$ cat src/rtl/operand_fetch_stage.sv
// RV32I operand-fetch stage: RAW bypass/stall resolution into the ID/EX register. OFS_FORWARDING_EN enables the EX/MEM/WB bypass.
// Latency 1 cycle; in_ready drops on load-use (or any EX/MEM dependency without bypass), flush, or a held entry EX won't take.
module operand_fetch_stage #(
  parameter int CTRL_W = 16,
  parameter int PC_W   = 32
) (
  input  logic              clk,
  input  logic              reset,
  input  logic              flush,
  input  logic              in_valid,
  output logic              in_ready,
  input  logic [PC_W-1:0]   in_pc,
  input  logic [4:0]        in_rs1,
  input  logic [4:0]        in_rs2,
  input  logic [4:0]        in_rd,
  input  logic              in_uses_rs1,
  input  logic              in_uses_rs2,
  input  logic              in_wen,
  input  logic              in_is_load,
  input  logic [CTRL_W-1:0] in_ctrl,
  output logic [4:0]        rf_rs1,
  output logic [4:0]        rf_rs2,
  input  logic [31:0]       rf_rdata1,
  input  logic [31:0]       rf_rdata2,
  input  logic [31:0]       ex_result,
  input  logic              mem_wen,
  input  logic [4:0]        mem_rd,
  input  logic [31:0]       mem_data,
  input  logic              wb_wen,
  input  logic [4:0]        wb_rd,
  input  logic [31:0]       wb_data,
  output logic              out_valid,
  input  logic              out_ready,
  output logic [PC_W-1:0]   out_pc,
  output logic [31:0]       out_rs1_val,
  output logic [31:0]       out_rs2_val,
  output logic [4:0]        out_rd,
  output logic              out_wen,
  output logic              out_is_load,
  output logic [CTRL_W-1:0] out_ctrl
);

  typedef struct packed {
    logic [PC_W-1:0]   pc;
    logic [31:0]       rs1_val;
    logic [31:0]       rs2_val;
    logic [4:0]        rd;
    logic              wen;
    logic              is_load;
    logic [CTRL_W-1:0] ctrl;
  } idex_t;

  idex_t       idex_q;
  idex_t       idex_d;
  logic        ex_m1, ex_m2, mem_m1, mem_m2;
  logic        stall, transfer;
  logic [31:0] op1, op2;

  function automatic logic src_match(input logic uses, input logic wen,
                                     input logic [4:0] rd, input logic [4:0] rs);
    return uses && wen && (rd == rs) && (rs != 5'd0);
  endfunction

  assign rf_rs1 = in_rs1;
  assign rf_rs2 = in_rs2;

  // The held entry only counts as a producer while it is actually valid.
  assign ex_m1  = src_match(in_uses_rs1, out_valid && idex_q.wen, idex_q.rd, in_rs1);
  assign ex_m2  = src_match(in_uses_rs2, out_valid && idex_q.wen, idex_q.rd, in_rs2);
  assign mem_m1 = src_match(in_uses_rs1, mem_wen, mem_rd, in_rs1);
  assign mem_m2 = src_match(in_uses_rs2, mem_wen, mem_rd, in_rs2);

`ifdef OFS_FORWARDING_EN
  logic wb_m1, wb_m2;

  assign wb_m1 = src_match(in_uses_rs1, wb_wen, wb_rd, in_rs1);
  assign wb_m2 = src_match(in_uses_rs2, wb_wen, wb_rd, in_rs2);

  // A load in EX has no data yet; wait one cycle and pick it up from MEM.
  assign stall = (ex_m1 || ex_m2) && idex_q.is_load;

  function automatic logic [31:0] pick(input logic [4:0] rs, input logic ex_m,
                                       input logic mem_m, input logic wb_m,
                                       input logic ex_is_load, input logic [31:0] rf,
                                       input logic [31:0] ex_v, input logic [31:0] mem_v,
                                       input logic [31:0] wb_v);
    logic [31:0] v;
    v = rf;
    if (rs == 5'd0)              v = 32'd0;
    else if (ex_m && !ex_is_load) v = ex_v;
    else if (mem_m)               v = mem_v;
    else if (wb_m)                v = wb_v;
    return v;
  endfunction

  assign op1 = pick(in_rs1, ex_m1, mem_m1, wb_m1, idex_q.is_load, rf_rdata1,
                    ex_result, mem_data, wb_data);
  assign op2 = pick(in_rs2, ex_m2, mem_m2, wb_m2, idex_q.is_load, rf_rdata2,
                    ex_result, mem_data, wb_data);
`else
  logic unused_bypass_inputs;

  // WB needs no check: the register file writes on the falling edge.
  assign stall = ex_m1 || ex_m2 || mem_m1 || mem_m2;
  assign op1   = (in_rs1 == 5'd0) ? 32'd0 : rf_rdata1;
  assign op2   = (in_rs2 == 5'd0) ? 32'd0 : rf_rdata2;
  assign unused_bypass_inputs = ^{ex_result, mem_data, wb_wen, wb_rd, wb_data};
`endif

  assign in_ready = !stall && !flush && (!out_valid || out_ready);
  assign transfer = in_valid && in_ready;

  always_comb begin
    idex_d         = idex_q;
    idex_d.pc      = in_pc;
    idex_d.rs1_val = op1;
    idex_d.rs2_val = op2;
    idex_d.rd      = in_rd;
    idex_d.wen     = in_wen;
    idex_d.is_load = in_is_load;
    idex_d.ctrl    = in_ctrl;
  end

  // Payload holds on flush/drain; only the valid bit is cleared.
  always_ff @(posedge clk or posedge reset) begin
    if (reset) begin
      out_valid <= 1'b0;
      idex_q    <= '0;
    end else if (flush) begin
      out_valid <= 1'b0;
    end else if (transfer) begin
      out_valid <= 1'b1;
      idex_q    <= idex_d;
    end else if (out_ready) begin
      out_valid <= 1'b0;
    end
  end

  assign out_pc      = idex_q.pc;
  assign out_rs1_val = idex_q.rs1_val;
  assign out_rs2_val = idex_q.rs2_val;
  assign out_rd      = idex_q.rd;
  assign out_wen     = idex_q.wen;
  assign out_is_load = idex_q.is_load;
  assign out_ctrl    = idex_q.ctrl;

endmodule

$ cat config.mk
export PLATFORM = sky130hd
export DESIGN_NAME = operand_fetch_stage
export DESIGN_NICKNAME = d
export VERILOG_FILES = /design/src/rtl/operand_fetch_stage.sv
export SDC_FILE = /design/constraint.sdc
export NUM_CORES = 1
export LEC_CHECK = 0
export CORE_AREA = 3 3 146 148
export DETAILED_ROUTE_END_ITERATION = 8
export DIE_AREA = 0 0 149 151
export PLACE_DENSITY_LB_ADDON = 0.12
export RECOVER_POWER = 100
export SYNTH_ARGS = -nofsm -noshare
export SYNTH_HDL_FRONTEND = slang
export SYNTH_SLANG_ARGS = --single-unit
$ cat constraint.sdc
create_clock -name clk -period 3.8 [get_ports clk]
set_input_delay 0.76 -clock clk [delete_from_list [all_inputs] [get_ports clk]]
set_output_delay 0.76 -clock clk [all_outputs]
set_load 0.005 [all_outputs]
* After elaboration in Yosys (flattened, before gate mapping) *
Cells that the tools add are included.
W data, S select, Z words.

storage, ports and cells
  register bits after elaboration = 120
  bits of input ports = 244
  output and inout bits = 131
  word-level logic and storage cells = 47

operators by class
  eq/ne operators = 4
  muxes and demuxes = 5
  bitwise logic cells = 1
  reductions and logical operators = 29

operators by type and width
  operator             count
  $mux W32             2
  $eq A5 B5 Y1         4
  $logic_and A1 B1 Y1  16
  $logic_not A5 Y1     2
  $reduce_bool A5 Y1   2
  $logic_or A1 B1 Y1   4
  $logic_not A1 Y1     3
  $mux W1              3
  $reduce_bool A3 Y1   1
  $reduce_and A2 Y1    1
  $not A1 Y1           1

* Logic depth before layout (Yosys ltp) *
  depth in word-level cells = 13
  mapped depth = 9
  mapped depth without buffers = 6

* Worst setup path after synthesis *
OpenSTA, ideal clock, no wires.

  path kind = in2reg
  from = input in_rs1[4]
  to = register idex_q, in the netlist out_ctrl[15]
  setup time = 125 ps
  arrival = 2396 ps
  required time = 3675 ps
  slack = 1279 ps
  stages on the path = 9
  buffers on the path = 3
  path through = xor2_1 > nor4_1 > a32oi_1 > o221a_2 > and2_1 > clkbuf_1 > buf_6 > buf_6 > mux2_4

between the ends
  word-level cells in the longest chain between the ends = 11
  elaborated cells on any way between the ends = 15
  classes of those cells = 2 x eq/ne; 13 x reduce/logical

RTL lines
  what                                   RTL line  RTL
  from (decl)                            13        input logic [4:0] in_rs1,
  $eq A5 B5 Y1                           61        return uses && wen && (rd == rs) && (rs != 5'd0);
  $logic_and A1 B1 Y1 (2 in series)      61
  $logic_or A1 B1 Y1                     104       assign stall = ex_m1 || ex_m2 || mem_m1 || mem_m2;
  $logic_or A1 B1 Y1 (*) (2 in series)   104
  $logic_not A1 Y1 (*)                   110       assign in_ready = !stall && !flush && (!out_valid || out_ready);
  $logic_and A1 B1 Y1 (*) (2 in series)  110
  net in_ready                           11        output logic in_ready,
  $logic_and A1 B1 Y1 (*)                111       assign transfer = in_valid && in_ready;
  $reduce_and A2 Y1 (no line) (*)        -
  to (signal assigned)                   133       idex_q <= idex_d;
  to (decl)                              53        idex_t idex_q;

The timed path passes the listed nets; every way through them passes the cells marked *.
A chain may end at the register's enable or synchronous reset.

* Worst setup path after layout *
  from = input in_rs1[0]
  to = output in_ready

between the ends
  word-level cells in the longest chain between the ends = 9
  elaborated cells on any way between the ends = 13
  classes of those cells = 2 x eq/ne; 11 x reduce/logical

RTL lines
  what                                   RTL line
  $eq A5 B5 Y1                           61
  $logic_and A1 B1 Y1 (2 in series)      61
  $logic_or A1 B1 Y1                     104
  $logic_or A1 B1 Y1 (*) (2 in series)   104
  $logic_not A1 Y1 (*)                   110
  $logic_and A1 B1 Y1 (*) (2 in series)  110
  to (decl)                              11

Every way passes the cells marked *; elsewhere a longest branch is shown, timed or not.

==> run summary <==
Die W - 149 um
CTS tree - done
post-CTS setup buffers - 0
family with the most delay on the worst path - buffers and inverters
H-Tree Depth - 4
number of synthesis warnings - 0
RSZ-0062 raised after global routing - no
post-synth top area share - 55.87%
critical path launch point type - input port
Setup CP Type - in -> out
Max Cap Viol - 1
initial antenna violation count - 0
die area - 22500 um^2
cell row count - 52
footprint of the multi-input gates - 1808 um^2
WP depth - 6
GRT Util Overall - 14.18%
CTS buffer count - 17
cell with the most instances after synthesis - dfrtp_1
register area - 3003 um^2
Vias - 4044
clock sinks - 120
Post-DRT Antenna Nets - 0
CP Capture Type - output pin
Slew headroom - -20.87%
CP required - 3.04 ns
WL final - 16.04 mm
sequential share of the synthesized area - 55.87%
# fillers - 1943
largest net degree at the start of global routing - 72
worst-margin pin slew - 1.813 ns
CP peak stage delay - 0.63 ns
net count reported at finish - 953
final setup violation count - 0
Post-synth EDFFs - 0
clk root buf - clkbuf_16
vias in the first global route - 4413
CP endpoint - in_ready
Clock Pin Slew Worst Setup and Hold Paths - 0.05 ns
Fin. Hold Viols - 0
vias per inst - 4.077
TritonRoute pass-1 iters - 4
Commonest cells post-synth - dfrtp_1 (120), nand2_1 (69), inv_1 (65), mux2i_1 (64), mux2_4 (35)
Critical Path AT - 2.77 ns
routability cong. - 0.7343
run status - finished with violations
initial core utilization - 26.65%
Mapped Cells - 440
post-DR wirelength/cell - 16.17 um
worst-skew pair later-pin latency - 0.41 ns
PD cells - 481.6 nW/um^2
Worst Path Max Fanout - 4
Core Region - 20170 um^2
clk_skew - 0.01029 ns
synthesis-to-finish area growth - 63.22%
total power - 0.004225 W
crit path buf inv count - 2
Hold WS - 0.4761 ns
final worst path period share - 92.87%
most area-consuming cells after synthesis - dfrtp_1 (56%), mux2i_1 (12%), mux2_4 (9.8%), nand2_1 (4.8%), inv_1 (4.5%)
length in cells of the worst reg-to-reg path - 8
Fmax - 283.4 MHz
Async SR Flop Fraction - 100.0%
DRC errors left - 0
Seq cells post-synth - 120
Final Max Slew Viols - 72
hold crit path type - reg -> reg
setup slack, reg-to-reg - 1.00 ns
share of layout cells above drive strength 1 - 8.587%
dominant synthesized flop cell - dfrtp_1
post-cts sizing count - 0
fin crit period - 3.529 ns
IO Pins - 375
Final HPWL DP - 12.02 mm
RR Endpoint - out_rs2_val[29]
failing checks - capacitance limit, slew limit
Worst path slowest cell - dlygate4sd3_1
syn nets - 684
worst r2r src - out_rd[0]
Cell variety after synth - 21
gr ovfl total - 0
hold buffer count at CTS - 0
# port buffers - 272
first-pass GRT wire length - 24.39 mm
Mapped Area - 5375 um^2
Die H - 151 um
Worst VDD drop - 0.0002525 V
critical path, cell by cell - dlygate4sd3_1 > xor2_1 > nor4_1 > a32oi_1 > o221a_2 > clkdlybuf4s50_1
DRT iter0 DRCs - 101
biggest area consumer among synthesized cells - dfrtp_1
antenna diode count - 0
worst slack, placed - 0.2398 ns
CP startpoint - in_rs1[0]
Clock Tree Buf Depth - 2
Lkg Pwr - 3.973 nW
setup ws final - 0.2708 ns
Sum Neg Setup Slack - 0 ns
mean instance size in the synthesized netlist - 12.22 um^2
[power by group]
| group | switching, W | total, W | internal, W |
|---|---|---|---|
| Sequential | 0.000129 | 0.00165 | 0.00152 |
| Clock | 0.000609 | 0.00158 | 0.000971 |
| Combinational | 0.000365 | 0.000993 | 0.000629 |
[worst reg2reg max path, cell delays in order (launching register included)]
cell and delay [ns]:
dfrtp_1 0.43, xor2_1 0.19, nor4_1 0.07, a32oi_1 0.15, o221a_2 0.27, and2_2 0.64
buf_12 0.36, clkbuf_2 0.38, mux2i_1 0.23
[worst min path at each step]
stage,start,to,cells past startpoint,slack [ns]
6_report,out_pc[21],out_pc[21],1,0.48
3_5_place_dp,out_pc[20],out_pc[20],1,0.49
5_1_grt,out_ctrl[15],out_ctrl[15],1,0.50
2_1_floorplan,out_ctrl[0],out_ctrl[0],1,0.51
3_3_place_gp,out_pc[27],out_pc[27],1,0.49
4_1_cts,out_ctrl[12],out_ctrl[12],1,0.51
[metal layers]
metal / track usage [%] / vias to the layer above / wire (um)
li1: - / 1938 / -
met1: 15.98 / 1960 / 6202
met2: 24.46 / 133 / 8309
met3: 6.134 / 13 / 1290
met4: 4.165 / 0 / 235
met5: 0 / - / 0
[stage by stage]
step	cell area, um^2	instances	utilization [%]
floorplan	5379	440	-
CTS	8922	992	44.24
detailed placement	8342	960	41.36
global route	8773	992	43.50
global placement	8342	960	41.36
finish	8773	992	43.50
[cell type report]
class	instances	area share, %
timing repair buffer	280	31.87
inverter	65	2.824
clock buffer	19	4.934
clock inverter	13	1.683
multi-input combinational	225	20.61
sequential	120	34.23
tap	270	3.851
[cells by family (layout without fill, tap and decap cells)]
family	Yosys count	count (layout)	share of synthesized area, %
XOR/XNOR	20	20	3.259
buffers and inverters	95	377	8.217
multiplexers	119	119	25.88
AO/OA/AOI/OAI	4	4	0.6751
flip-flops	120	120	55.87
AND/OR/NAND/NOR	82	82	6.099
[placed cells by master, fill, tap and decap left out, drive strengths merged, types with 4 or more instances in the layout]
master,Yosys,routed
buf,23,4
mux2i,64,64
inv,65,66
nor4,4,4
mux2,55,55
clkdlybuf4s50,0,143
dfrtp,120,120
clkbuf,7,23
nand2,69,69
clkinv,0,5
nor2,4,4
clkinvlp,0,5
xor2,18,18
dlygate4sd3,0,129
[state kept, by name (all words and copies together), names as in the netlist]
register	cells
out_rs1_val	32
out_valid	1
out_wen	1
out_ctrl	16
out_rd	5
out_rs2_val	32
out_pc	32
out_is_load	1
Note: power is estimated with default switching activity, not from simulation.
